<file path="src/rtl/miner_core_sha_ctrl_pkg.sv">
// Shared types and constants for the SHA core sequencer.
package miner_sha_pkg;

  typedef enum logic [2:0] {
    IDLE   = 3'd0,
    MSA    = 3'd1,
    SCHED  = 3'd2,
    COMP   = 3'd3,
    ROUNDS = 3'd4,
    ADD    = 3'd5,
    HOLD   = 3'd6,
    DONE   = 3'd7
  } ctrl_state_t;

  localparam logic [0:7][0:31] SHA256_IV = {
    32'h6a09e667, 32'hbb67ae85, 32'h3c6ef372, 32'ha54ff53a,
    32'h510e527f, 32'h9b05688c, 32'h1f83d9ab, 32'h5be0cd19
  };

  localparam int DEF_MSA_CYCLES  = 48;
  localparam int DEF_COMP_CYCLES = 64;

  // Counter width able to hold the largest terminal count (N-1).
  function automatic int cnt_width(input int a, input int b);
    int m;
    m = (a > b) ? a : b;
    return (m < 2) ? 1 : $clog2(m);
  endfunction

endpackage

</file>
<file path="src/rtl/miner_core_sha_ctrl_flex_counter.sv">
// Up-counter with synchronous clear; flags when the count equals rollover_val
// and restarts from zero on the following enabled cycle.
module flex_counter #(
  parameter int NUM_CNT_BITS = 4
) (
  input  logic                    clk,
  input  logic                    n_rst,
  input  logic                    clear,
  input  logic                    count_enable,
  input  logic [NUM_CNT_BITS-1:0] rollover_val,
  output logic                    rollover_flag
);

  logic [NUM_CNT_BITS-1:0] count;

  assign rollover_flag = (count == rollover_val);

  // Count register: clear wins, otherwise step or wrap to zero at the limit.
  always_ff @(posedge clk or negedge n_rst) begin
    if (!n_rst) begin
      count <= '0;
    end else if (clear) begin
      count <= '0;
    end else if (count_enable) begin
      count <= rollover_flag ? '0 : count + 1'b1;
    end
  end

endmodule

</file>
<file path="src/rtl/miner_core_sha_ctrl.sv">
// Sequencer feeding one miner_core_sha: accepts padded chunks, strobes the
// schedule/compression/add phases, chains h into fh and returns the digest.
module miner_core_sha_ctrl
  import miner_sha_pkg::*;
#(
  parameter int MSA_CYCLES  = DEF_MSA_CYCLES,
  parameter int COMP_CYCLES = DEF_COMP_CYCLES
) (
  input  logic             clk,
  input  logic             n_rst,
  input  logic [0:511]     chunk_in,
  input  logic             chunk_valid,
  input  logic             chunk_last,
  output logic             chunk_ready,
  input  logic             abort,
  output logic [0:511]     chunk,
  output logic [0:7][0:31] fh,
  output logic             msa_en,
  output logic             comp_en,
  output logic             add_en,
  input  logic [0:255]     h,
  output logic [0:255]     digest,
  output logic             digest_valid,
  input  logic             digest_ready,
  output logic             busy
);

  localparam int CNT_W = cnt_width(MSA_CYCLES, COMP_CYCLES);
  localparam logic [CNT_W-1:0] MSA_LAST  = CNT_W'(MSA_CYCLES - 1);
  localparam logic [CNT_W-1:0] COMP_LAST = CNT_W'(COMP_CYCLES - 1);

  ctrl_state_t      state, next_state;
  logic             last;
  logic             first;
  logic             cnt_clear, cnt_en, cnt_done;
  logic [CNT_W-1:0] cnt_limit;
  logic             abort_act;

  // abort is only meaningful while a message is in flight
  assign abort_act    = abort && (state != IDLE);
  assign chunk_ready  = (state == IDLE);
  assign busy         = (state != IDLE);
  assign digest_valid = (state == DONE) && !abort;

  flex_counter #(.NUM_CNT_BITS(CNT_W)) u_cnt (
    .clk          (clk),
    .n_rst        (n_rst),
    .clear        (cnt_clear),
    .count_enable (cnt_en),
    .rollover_val (cnt_limit),
    .rollover_flag(cnt_done)
  );

  // State register.
  always_ff @(posedge clk or negedge n_rst) begin
    if (!n_rst) state <= IDLE;
    else        state <= next_state;
  end

  // Next-state, core strobes and counter control.
  always_comb begin
    next_state = state;
    msa_en     = 1'b0;
    comp_en    = 1'b0;
    add_en     = 1'b0;
    cnt_clear  = 1'b0;
    cnt_en     = 1'b0;
    cnt_limit  = MSA_LAST;
    unique case (state)
      IDLE:   if (chunk_valid) next_state = MSA;
      MSA: begin
        msa_en     = 1'b1;
        cnt_clear  = 1'b1;
        next_state = SCHED;
      end
      SCHED: begin
        cnt_en = 1'b1;
        if (cnt_done) next_state = COMP;
      end
      COMP: begin
        comp_en    = 1'b1;
        cnt_clear  = 1'b1;
        next_state = ROUNDS;
      end
      ROUNDS: begin
        cnt_en    = 1'b1;
        cnt_limit = COMP_LAST;
        if (cnt_done) next_state = ADD;
      end
      ADD: begin
        add_en     = 1'b1;
        next_state = HOLD;
      end
      HOLD:   next_state = last ? DONE : IDLE;
      DONE:   if (digest_ready) next_state = IDLE;
      default: next_state = IDLE;
    endcase
    if (abort_act) begin
      next_state = IDLE;
      msa_en     = 1'b0;
      comp_en    = 1'b0;
      add_en     = 1'b0;
    end
  end

  // Chunk capture, chaining value, digest and message-start tracking.
  always_ff @(posedge clk or negedge n_rst) begin
    if (!n_rst) begin
      chunk  <= '0;
      fh     <= SHA256_IV;
      digest <= '0;
      last   <= 1'b0;
      first  <= 1'b1;
    end else if (abort_act) begin
      first <= 1'b1;
    end else begin
      case (state)
        IDLE: if (chunk_valid) begin
          chunk <= chunk_in;
          last  <= chunk_last;
          if (first) fh <= SHA256_IV;
        end
        HOLD: if (last) begin
          digest <= h;
        end else begin
          fh    <= h;
          first <= 1'b0;
        end
        DONE: if (digest_ready) first <= 1'b1;
        default: ;
      endcase
    end
  end

endmodule
</file>
<file path="config.mk">
export PLATFORM = sky130hd
export DESIGN_NAME = miner_core_sha_ctrl
export DESIGN_NICKNAME = d
export VERILOG_FILES = /design/src/rtl/miner_core_sha_ctrl_pkg.sv /design/src/rtl/miner_core_sha_ctrl_flex_counter.sv /design/src/rtl/miner_core_sha_ctrl.sv
export SDC_FILE = /design/constraint.sdc
export NUM_CORES = 2
export LEC_CHECK = 0
export ABC_AREA = 1
export CAP_MARGIN = 20
export CORE_AREA = 2 2 712 714
export CTS_CLUSTER_DIAMETER = 30
export CTS_CLUSTER_SIZE = 14
export DETAILED_ROUTE_END_ITERATION = 7
export DIE_AREA = 0 0 714 716
export HOLD_SLACK_MARGIN = 0.06
export SLEW_MARGIN = 40
export SYNTH_ARGS = -nofsm -noshare
export SYNTH_HDL_FRONTEND = slang
export SYNTH_HIERARCHICAL = 1
export SYNTH_SLANG_ARGS = --single-unit
</file>
<file path="constraint.sdc">
create_clock -name clk -period 2.85 [get_ports clk]
set_clock_uncertainty 0.1 [all_clocks]
set_input_delay 0.285 -clock clk [delete_from_list [all_inputs] [get_ports clk]]
set_output_delay 0.285 -clock clk [all_outputs]
set_load 0.03 [all_outputs]
</file>
==> flow_metrics.env <==
export IMPL_ir_worst_vdd_mv=0.660
export IMPL_antenna_found_initial=326
export IMPL_drv_cap=0
export IMPL_finalHoldViolations=0
export IMPL_placementRows=261
export IMPL_port_buffers=1803
export IMPL_dieArea_um2=511000
export IMPL_wirelength_mm=436
export IMPL_firstDrtPassIters=6
export IMPL_fmax_mhz=364
export IMPL_core_area_um2=504000
export IMPL_regToRegEndpoint="fh[148]$_DFFE_PN0P_"
export IMPL_place_congestion=0.983
export IMPL_cts_buffer_depth=4
export IMPL_synthSimpleGateAreaFrac_pct=21.8
export IMPL_grt_pass1_wl_mm=539
export IMPL_r2r_start="state[0]$_DFFE_PN0P_"
export IMPL_post_route_drc_count=0
export IMPL_cts_buffers=331
export IMPL_path_cells="clkdlybuf4s50_1"
export IMPL_hold_end="digest[238]$_DFFE_PN0P_"
export IMPL_fp_dieH_um=716
export IMPL_hold_class="in -> reg"
export IMPL_start_kind="flip-flop"
export IMPL_vias_per_cell=3.24
export IMPL_drt_iter0_markers=3802
export IMPL_holdWs_ns=0.130
export IMPL_vias=47249
export IMPL_synth_compound_area_share_pct=9.38
export IMPL_final_antenna_net_count=0
export IMPL_fillers=56119
export IMPL_setup_viol=0
export IMPL_dp_hpwl_mm=366
export IMPL_start_util_pct=8.26
export IMPL_netlist_area_um2=41600
export IMPL_path_buf_inv=1
export IMPL_io_pins=1804
export IMPL_cts_sinks=1035
export IMPL_min_period_ns=2.75
export IMPL_avgRoutedWirePerCell_um=29.9
export IMPL_p_leak_nw=38.5
export IMPL_final_cell_mix="2,229 x nand2_1, 1,664 x clkdlybuf4s50_1, 896 x dfrtp_1"
export IMPL_tritoncts="built"
export IMPL_tightest_slew_ns=1.00
export IMPL_clock_root_buffer="clkbuf_16"
export IMPL_htree_num_levels=5
export IMPL_grt_pass1_vias=47211
export IMPL_rr_worst_depth=10
export IMPL_power_per_cell_area_nw_per_um2=1350
export IMPL_min_period_over_period_pct=96.3
export IMPL_die_width_um=714
export IMPL_path_delay_family="buffers and inverters"
export IMPL_worstSetupEndpointType="output port"
export IMPL_outcome="completed"
export IMPL_clk_pin_slew_ns=0.04
export IMPL_area_delta_synth_final_pct=110
export IMPL_rsz0062_at_grt="false"
export IMPL_drive_gt1_share_pct=12.5
export IMPL_final_common_cell="nand2_1"
export IMPL_ys_seq_area_share_pct=62.7
export IMPL_cp_arrival_ns=2.36
export IMPL_path_depth=1
export IMPL_path_max_fanout=2
export IMPL_synth_adder_area_share_pct=0.0301
export IMPL_multi_input_area_um2=13100
export IMPL_synth_xor_area_share_pct=0.0843
export IMPL_synth_warnings=6
export IMPL_grt_max_degree=155
export IMPL_synth_seq_cells=1035
export IMPL_slew_violations=0
export IMPL_overflow=0
export IMPL_r2r_slack_ns=0.38
export IMPL_ys_types=26
export IMPL_regArea_um2=26100
export IMPL_syn_inst=4811
export IMPL_synth_area_mux_share_pct=0
export IMPL_synth_top_family_by_area="simple AND/OR/NAND/NOR gates"
export IMPL_critPathMaxStageDelay_ns=0.88
export IMPL_avgSynthCellArea_um2=8.64
export IMPL_hold_path_depth=3
export IMPL_cp_data_required_time_ns=2.47
export IMPL_slew_limit_headroom_pct=33.3
export IMPL_clkLatencyLatePin_ns=0.88
export IMPL_nets=8277
export IMPL_crit_slowest_cell="clkdlybuf4s50_1"
export IMPL_hold_start="h[238]"
export IMPL_p_total_w=0.118
export IMPL_grt_usage_pct=16.4
export IMPL_fin_tns_setup_ns=0
export IMPL_crit_type="reg -> out"
cells in the mapped netlist:
library cell     n  area share [%]
o21ai_0        773             9.3
nor2_4           3           0.081
nand3_1          8           0.096
nor2_1         133             1.2
conb_1           1          0.0090
ha_1             1           0.030
buf_1           14            0.13
dfrtp_1        898              54
buf_4            8            0.14
buf_6            2           0.054
nand3_2          1           0.024
buf_2          138             1.7
dfstp_2        137             8.7
nor3_1           2           0.024
nand4_1          7            0.11
nor3_2           1           0.024
inv_2            5           0.045
clkbuf_1       139             1.3
nand2_2          3           0.045
a21oi_1          6           0.072
nand2_1       2230              20
xor2_1           4           0.084
inv_1          281             2.5
nor2_2           4           0.060
clkbuf_2        11            0.13
nand2_4          1           0.027
what timing repair did:
action                     in CTS  in global routing
hold buffers                  726                  0
hold endpoints to repair     1919                  0
setup endpoints to repair      10                  0
setup buffers                   3                  0
gates resized for setup        16                  0
per-stage QoR:
step,utilization [%],cell area (um2),std cells,worst slack (ns)
floorplan,-,41600,4820,1.01
global placement,13.5,68000,13143,0.342
detailed placement,13.5,68000,13143,0.334
CTS,17.3,87300,14475,0.0121
global route,17.3,87400,14510,0.000443
finish,17.4,87500,14567,0.105
layer usage:
metal | global-route usage (%) | share of wire, % | wire [um] | up-vias
met5 | 0.311 | 0.20 | 874 | -
met4 | 5.97 | 4.5 | 19600 | 107
met3 | 9.36 | 13 | 57700 | 956
met2 | 24.6 | 42 | 184000 | 2780
met1 | 19.2 | 40 | 173000 | 22869
li1 | - | - | - | 20537
worst max-delay path by stage:
| stage | from | endpoint | slack [ns] |
|---|---|---|---|
| after floorplan | state[2]$_DFFE_PN0P_ | chunk_ready | 1.01 |
| after CTS | chunk[24]$_DFFE_PN0P_ | chunk[24] | 0.01 |
| after global routing | chunk[124]$_DFFE_PN0P_ | chunk[124] | 0.0004 |
| after detailed placement | abort | fh[7]$_DFFE_PN0P_ | 0.33 |
| after global placement | abort | fh[2]$_DFFE_PN0P_ | 0.34 |
| final | fh[187]$_DFFE_PN1P_ | fh[187] | 0.10 |
layout make-up:
class	instances	share of cell area [%]
timing repair buffer	2661	30.5
sequential	1035	29.8
multi-input combinational	3187	15.0
clock buffer	474	11.1
tap	6706	9.59
clock inverter	126	2.55
inverter	286	1.24
antenna	92	0.263
state kept, by name, indices dropped and copies added, names as in the netlist:
register / count
last: 1
first: 1
u_cnt/count: 6
state: 3
digest: 256
chunk: 512
fh: 256
kinds of logic after synthesis:
| kind of cell | Yosys count |
|---|---|
| xor gates and xnor gates | 4 |
| and+or+nand+nor | 2393 |
| buffers and inverters | 598 |
| other | 1 |
| adders and majority gates | 1 |
| AOI/OAI and AO/OA | 779 |
| DFF | 1035 |
power by group:
group	leakage [nW]	switching (W)	total [W]	internal (W)
registers	13.0	0.00411	0.0259	0.0218
logic	19.7	0.0368	0.0529	0.0161
clock network	5.75	0.0120	0.0389	0.0268
total	38.5	0.0529	0.118	0.0648
(Power assumes the default switching activity.)
